**config.mk**
```make
export PLATFORM = sky130hd
export DESIGN_NAME = pipe_ctrl
export DESIGN_NICKNAME = d
export VERILOG_FILES = /design/src/rtl/core_pkg.sv /design/src/rtl/hazard_unit.sv /design/src/rtl/pipe_ctrl.sv
export SDC_FILE = /design/constraint.sdc
export NUM_CORES = 1
export LEC_CHECK = 0
export BUFFER_PORTS_ARGS = -buffer_cell sky130_fd_sc_hd__buf_2
export CAP_MARGIN = 25
export CORE_AREA = 2 2 93 95
export CTS_BUF_LIST = sky130_fd_sc_hd__clkbuf_4
export DETAILED_ROUTE_END_ITERATION = 7
export DIE_AREA = 0 0 95 97
export PLACE_DENSITY = 0.72
export SLEW_MARGIN = 20
export SYNTH_ARGS = -nofsm -noshare
export SYNTH_HDL_FRONTEND = slang
export SYNTH_SLANG_ARGS = --single-unit
export TNS_END_PERCENT = 10
```
**constraint.sdc**
```tcl
create_clock -name clk -period 2.93 [get_ports clk]
set_input_delay 0.4395 -clock clk [delete_from_list [all_inputs] [get_ports clk]]
set_output_delay 0.4395 -clock clk [all_outputs]
set_load 0.005 [all_outputs]
```
**src/rtl/core_pkg.sv**
```systemverilog
// Shared core definitions: sequencing FSM states, the canonical NOP, the
// opcode constants decode also uses, and a register-match helper.
package core_pkg;

  typedef enum logic [1:0] {
    ST_HALT  = 2'd0,
    ST_RUN   = 2'd1,
    ST_STEP  = 2'd2,
    ST_DRAIN = 2'd3
  } state_e;

  // addi x0,x0,0
  localparam logic [31:0] NOP_INSN   = 32'h0000_0013;

  localparam logic [6:0]  OPC_LOAD   = 7'b000_0011;
  localparam logic [6:0]  OPC_STORE  = 7'b010_0011;
  localparam logic [6:0]  OPC_BRANCH = 7'b110_0011;
  localparam logic [6:0]  OPC_JAL    = 7'b110_1111;
  localparam logic [6:0]  OPC_JALR   = 7'b110_0111;
  localparam logic [6:0]  OPC_OP     = 7'b011_0011;
  localparam logic [6:0]  OPC_OP_IMM = 7'b001_0011;
  localparam logic [6:0]  OPC_LUI    = 7'b011_0111;
  localparam logic [6:0]  OPC_AUIPC  = 7'b001_0111;

  // A producer hits a source only if it really writes and its rd is not x0.
  function automatic logic rd_hit(input logic wreg, input logic [4:0] rd,
                                  input logic [4:0] rs);
    return wreg && (rd != 5'd0) && (rd == rs);
  endfunction

endpackage

```
**src/rtl/hazard_unit.sv**
```systemverilog
// Combinational hazard detection for the decode stage.
//   hz_load : load in EX feeds a source of the instruction in ID
//   hz_br   : branch/JALR in ID reads a register still pending in EX or MEM
//             (decode compare has no forwarding; WB is write-first)
//   stall   : either hazard on a real, unsquashed decode instruction
module hazard_unit
  import core_pkg::*;
(
  input  logic       id_valid,
  input  logic       wist,
  input  logic [4:0] id_rs1,
  input  logic [4:0] id_rs2,
  input  logic       id_use_rs2,
  input  logic       id_is_br,
  input  logic [4:0] ex_rd,
  input  logic       ex_wreg,
  input  logic       ex_rmm,
  input  logic [4:0] mem_rd,
  input  logic       mem_wreg,
  output logic       hz_load,
  output logic       hz_br,
  output logic       stall
);

  logic ex_rs1, ex_rs2, mem_rs1, mem_rs2;

  assign ex_rs1  = rd_hit(ex_wreg,  ex_rd,  id_rs1);
  assign ex_rs2  = rd_hit(ex_wreg,  ex_rd,  id_rs2);
  assign mem_rs1 = rd_hit(mem_wreg, mem_rd, id_rs1);
  assign mem_rs2 = rd_hit(mem_wreg, mem_rd, id_rs2);

  assign hz_load = ex_rmm & (ex_rs1 | (id_use_rs2 & ex_rs2));
  assign hz_br   = id_is_br & (ex_rs1 | mem_rs1 |
                               (id_use_rs2 & (ex_rs2 | mem_rs2)));
  assign stall   = id_valid & ~wist & (hz_load | hz_br);

endmodule

```
**src/rtl/pipe_ctrl.sv**
```systemverilog
// Pipeline sequencing controller: run/halt/single-step FSM, stall/bubble/
// squash generation and host debug counters.
// Ports:
//   clk, rst                      clock, async active-high reset
//   host_run/halt/step            host command pulses
//   id_* / ex_* / mem_*           decode sources and downstream producers
//   wb_wea                        retire strobe
//   pc_we, pc_sel_jump, if_id_we  fetch / IF-ID controls
//   wist, id_ex_bubble            squash of IF/ID, NOP into ID/EX
//   running, halted               registered state flags
//   cycle_cnt, retire_cnt         debug counters (hold in HALT)
module pipe_ctrl
  import core_pkg::*;
#(
  parameter int unsigned PC_W      = 11,
  parameter int unsigned DRAIN_CYC = 4,
  parameter int unsigned CNT_W     = 32
) (
  input  logic             clk,
  input  logic             rst,
  input  logic             host_run,
  input  logic             host_halt,
  input  logic             host_step,
  input  logic             id_valid,
  input  logic [4:0]       id_rs1,
  input  logic [4:0]       id_rs2,
  input  logic             id_use_rs2,
  input  logic             id_is_br,
  input  logic             id_jump_valid,
  input  logic [4:0]       ex_rd,
  input  logic [4:0]       mem_rd,
  input  logic             ex_wreg,
  input  logic             mem_wreg,
  input  logic             ex_rmm,
  input  logic             wb_wea,
  output logic             pc_we,
  output logic             pc_sel_jump,
  output logic             if_id_we,
  output logic             wist,
  output logic             id_ex_bubble,
  output logic             running,
  output logic             halted,
  output logic [CNT_W-1:0] cycle_cnt,
  output logic [CNT_W-1:0] retire_cnt
);

  localparam int unsigned DCW = (DRAIN_CYC > 1) ? $clog2(DRAIN_CYC) : 1;

  if (DRAIN_CYC < 1 || PC_W < 2) begin : g_param_check
    $error("pipe_ctrl: DRAIN_CYC must be >= 1 and PC_W >= 2");
  end

  state_e         state_q, state_n;
  logic [DCW-1:0] drain_q, drain_n;
  logic           squash_q, fetch_en_q;
  logic           fetch_en, take;
  logic           hz_load, hz_br, stall;

  hazard_unit u_hz (
    .id_valid   (id_valid),
    .wist       (wist),
    .id_rs1     (id_rs1),
    .id_rs2     (id_rs2),
    .id_use_rs2 (id_use_rs2),
    .id_is_br   (id_is_br),
    .ex_rd      (ex_rd),
    .ex_wreg    (ex_wreg),
    .ex_rmm     (ex_rmm),
    .mem_rd     (mem_rd),
    .mem_wreg   (mem_wreg),
    .hz_load    (hz_load),
    .hz_br      (hz_br),
    .stall      (stall)
  );

  // STEP leaves on the cycle its fetch is accepted, so being in STEP
  // already means the fetch has not been taken yet.
  assign fetch_en     = (state_q == ST_RUN) || (state_q == ST_STEP);
  assign take         = id_jump_valid & ~stall;
  assign pc_we        = fetch_en & ~stall;
  assign pc_sel_jump  = take;
  assign if_id_we     = pc_we | take;
  assign id_ex_bubble = stall | ~id_valid;
  // Registered only: decode gates on wist, so no loop back through ID.
  assign wist         = squash_q | ~fetch_en_q;

  always_comb begin
    state_n = state_q;
    drain_n = drain_q;
    case (state_q)
      ST_HALT: begin
        if (host_run)       state_n = ST_RUN;
        else if (host_step) state_n = ST_STEP;
      end
      ST_RUN: begin
        if (host_halt) begin
          state_n = ST_DRAIN;
          drain_n = DCW'(DRAIN_CYC - 1);
        end
      end
      ST_STEP: begin
        if (pc_we) begin
          state_n = ST_DRAIN;
          drain_n = DCW'(DRAIN_CYC - 1);
        end
      end
      ST_DRAIN: begin
        if (drain_q == '0) state_n = ST_HALT;
        else               drain_n = drain_q - DCW'(1);
      end
      default: state_n = ST_HALT;
    endcase
  end

  always_ff @(posedge clk or posedge rst) begin
    if (rst) begin
      state_q    <= ST_HALT;
      drain_q    <= '0;
      squash_q   <= 1'b0;
      fetch_en_q <= 1'b0;
      running    <= 1'b0;
      halted     <= 1'b1;
      cycle_cnt  <= '0;
      retire_cnt <= '0;
    end else begin
      state_q    <= state_n;
      drain_q    <= drain_n;
      squash_q   <= take;
      fetch_en_q <= fetch_en;
      running    <= (state_q == ST_RUN);
      halted     <= (state_q == ST_HALT);
      if (state_q != ST_HALT) begin
        cycle_cnt <= cycle_cnt + CNT_W'(1);
        if (wb_wea) retire_cnt <= retire_cnt + CNT_W'(1);
      end
    end
  end

endmodule

```
==> results.py <==
metrics = {
    "final_layout": {
        "final.fill_count": 749,
        "fin_nets": 479,
        "antenna_cells": 0,
        "fin_cells": 549,
        "drive_above_1_share": 0.313,
        "syn2layout_area_growth_pct": 22.9,
    },
    "detailed_routing": {
        "drt-initial-drc-count": 116,
        "drt-total-wl_um": 7830,
        "drc_errors": 0,
        "route.detailed.wl_per_inst_um": 14.3,
        "dr.pass1.iters": 5,
        "ant_nets": 0,
        "post_drt_via_cell_ratio": 5.00,
        "vias": 2743,
    },
    "synth": {
        "synth.distinct_cells": 47,
        "yosysTopAreaCell": "dfrtp_1",
        "synth_edf_count": 0,
        "async_flop_share": 1.00,
        "syn_nets": 366,
        "synth_area_mm2": 0.00357,
        "syn_avg_cell_area_um2": 10.9,
        "synth_top_area_share": 0.498,
        "synth_warnings": 0,
        "seq_area_frac_synth": 0.506,
        "syn_inst": 326,
        "synth_area_leaders": "dfrtp_1 50%, xnor2_1 17%, nand2_1 3.8%",
        "synth_top_flop_cell": "dfrtp_1",
        "ys_ff_latch": 72,
    },
    "cts": {
        "cts_num_sinks": 72,
        "cts_buffers": 9,
        "cts_tree": "done",
        "insertion_delay_ns": 0.41,
        "clk_pin_slew_worst_paths_ns": 0.13,
        "cts-resized-gates": 0,
        "root_buffer": "clkbuf_4",
        "clock_path_buffers": 2,
        "cts_hold_buf": 0,
        "post-cts-setup-buffer-count": 0,
        "htree_levels": 3,
    },
    "power_and_ir_drop": {
        "peakVddDrop_v": 0.000375,
        "power_density_mw_per_mm2": 633,
        "p_leak_nw": 2.16,
        "finalPower_mw": 2.77,
    },
    "setup_path": {
        "endpoint_kind": "output port",
        "max_stage_delay_ns": 0.38,
        "slowest_stage": "dfrtp_1",
        "worst_setup_path_start_kind": "flop",
        "cp_max_fo": 6,
        "crit_chain": "nand3b_1 > a211oi_1 > a22oi_1 > and2_1 > buf_2",
        "required_ns": 2.49,
        "crit_type": "reg2out",
        "critPathArrivalTime_ns": 1.88,
    },
    "timing": {
        "max_freq_mhz": 432,
        "hold_viol": 0,
        "fin_crit_sh": 0.790,
        "worst_pin_slew_ns": 0.588,
        "fin_skew_ns": 0.0178,
        "fin_setup_tns_ns": 0,
        "rsz0062_at_grt": "no",
        "slew_headroom": 0.604,
        "final_max_slew_viol_count": 0,
        "finalCriticalPeriod_ns": 2.31,
        "setup_viol": 0,
    },
    "place": {
        "dp_cells": 533,
        "gp_congestion": 0.911,
        "portBuffers": 103,
        "dp_hpwl_um": 6120,
    },
    "floorplanning": {
        "die_area_mm2": 0.00922,
        "coreArea_mm2": 0.00813,
        "num_rows": 33,
        "start_util": 0.438,
        "ios": 104,
        "die_x_um": 95,
        "die_y_um": 97,
    },
    "run": {
        "drv_cap": 0,
    },
    "min_path": {
        "min_path_type": "in2async",
    },
    "global_route": {
        "antenna_found_initial": 0,
        "grt_pass1_wl_um": 13200,
        "grt_max_degree": 48,
        "grt-ovfl-total": 0,
        "grt_pass1_vias": 2705,
        "track_usage": 0.183,
    },
    "run_status": {
        "status": "finished, final reports clean",
    },
}
==> layout by cell type (no fill, tap or decap), drive strengths merged, types with 2 or more instances in the layout <==
master and count:
buf 104, dfrtp 71, xnor2 68, nand2 36, nand3 21, nor2 20, nand4 16, xor2 14
clkbuf 10, nor3 10, inv 9, ha 7, and3 6, and2 5, nand2b 4, and4 4
o21ai 3, mux2i 3, nor2b 3, a211oi 2, o22ai 2, a32oi 2, or2 2, mux2 2
clkinvlp 2, bufinv 2, nor4 2, clkinv 2
==> metal layers <==
layer | part of all wire | GRT usage
met3 | 0.048 | 0.0358
met1 | 0.46 | 0.255
met2 | 0.47 | 0.279
met5 | 0 | 0
met4 | 0.019 | 0.0736
==> worst paths after layout <==
kind / from / to / slack, ns / cells after the start
setup / recovery: squash_q / pc_sel_jump / 0.62 / 5
min in group clk: id_jump_valid / squash_q / 0.31 / 2
hold / removal: rst / cycle_cnt[14] / 0.07 / 2
max in group asynchronous: rst / halted / 2.14 / 3
setup reg to reg: state_q[0] / cycle_cnt[31] / 0.65 / 8
hold reg to reg: cycle_cnt[31] / cycle_cnt[31] / 0.48 / 1
==> critical path, delay by kind of cell (launching register included) <==
kind                   cells  cell delay, ns
flip-flops                 1            0.38
AO/OA/AOI/OAI              2            0.55
buffers and inverters      1            0.13
AND/OR/NAND/NOR            2            0.43
==> power by group <==
part	total, mW	internal (mW)	switching, mW	leakage (nW)
clock	0.698	0.352	0.346	0.0800
combinational	0.790	0.382	0.408	1.14
sequential	1.29	1.14	0.146	0.944
==> stage by stage <==
step | utilization | area (µm²) | hold slack (ns) | setup WS [ns]
3_3_place_gp | 0.519 | 4220 | 0.449 | 0.763
3_5_place_dp | 0.519 | 4220 | 0.464 | 0.669
5_1_grt | 0.539 | 4380 | 0.103 | 0.406
2_1_floorplan | - | 3570 | 0.465 | 0.667
4_1_cts | 0.539 | 4380 | 0.0717 | 0.586
6_report | 0.539 | 4380 | 0.0718 | 0.615
==> cell families after synthesis <==
family,after synthesis,synth area share
buf+inv,11,0.0119
xor+xnor,82,0.201
simple gates,134,0.212
mux,5,0.0147
flops,72,0.506
fa+ha+maj,7,0.0246
compound gates,15,0.0302
==> synth_stat cells (3+ instances only) <==
cell,n
and2_1,5
and3_1,4
and4_1,3
dfrtp_1,71
ha_1,7
inv_1,9
mux2i_1,3
nand2_1,36
nand2b_1,3
nand3_1,20
nand4_1,14
nor2_1,19
nor3_1,7
nor3_2,3
o21ai_0,3
xnor2_1,68
xor2_1,14
==> cell type report <==
cell class              count  area, µm²  share of cell area
clock buffers              10       75.1              0.0171
inverters                   9       33.8             0.00771
flip-flops and latches     72       1800               0.411
well taps                 105        131              0.0300
clock inverters             6       83.8              0.0191
multi-input cells         243       1720               0.393
repair buffers            104        536               0.122
==> registers in the layout, indices dropped and copies added, names as in the netlist <==
signal	count
fetch_en_q	1
halted	1
retire_cnt	32
drain_q	2
squash_q	1
state_q	2
running	1
cycle_cnt	32
(Power assumes the default switching activity.)
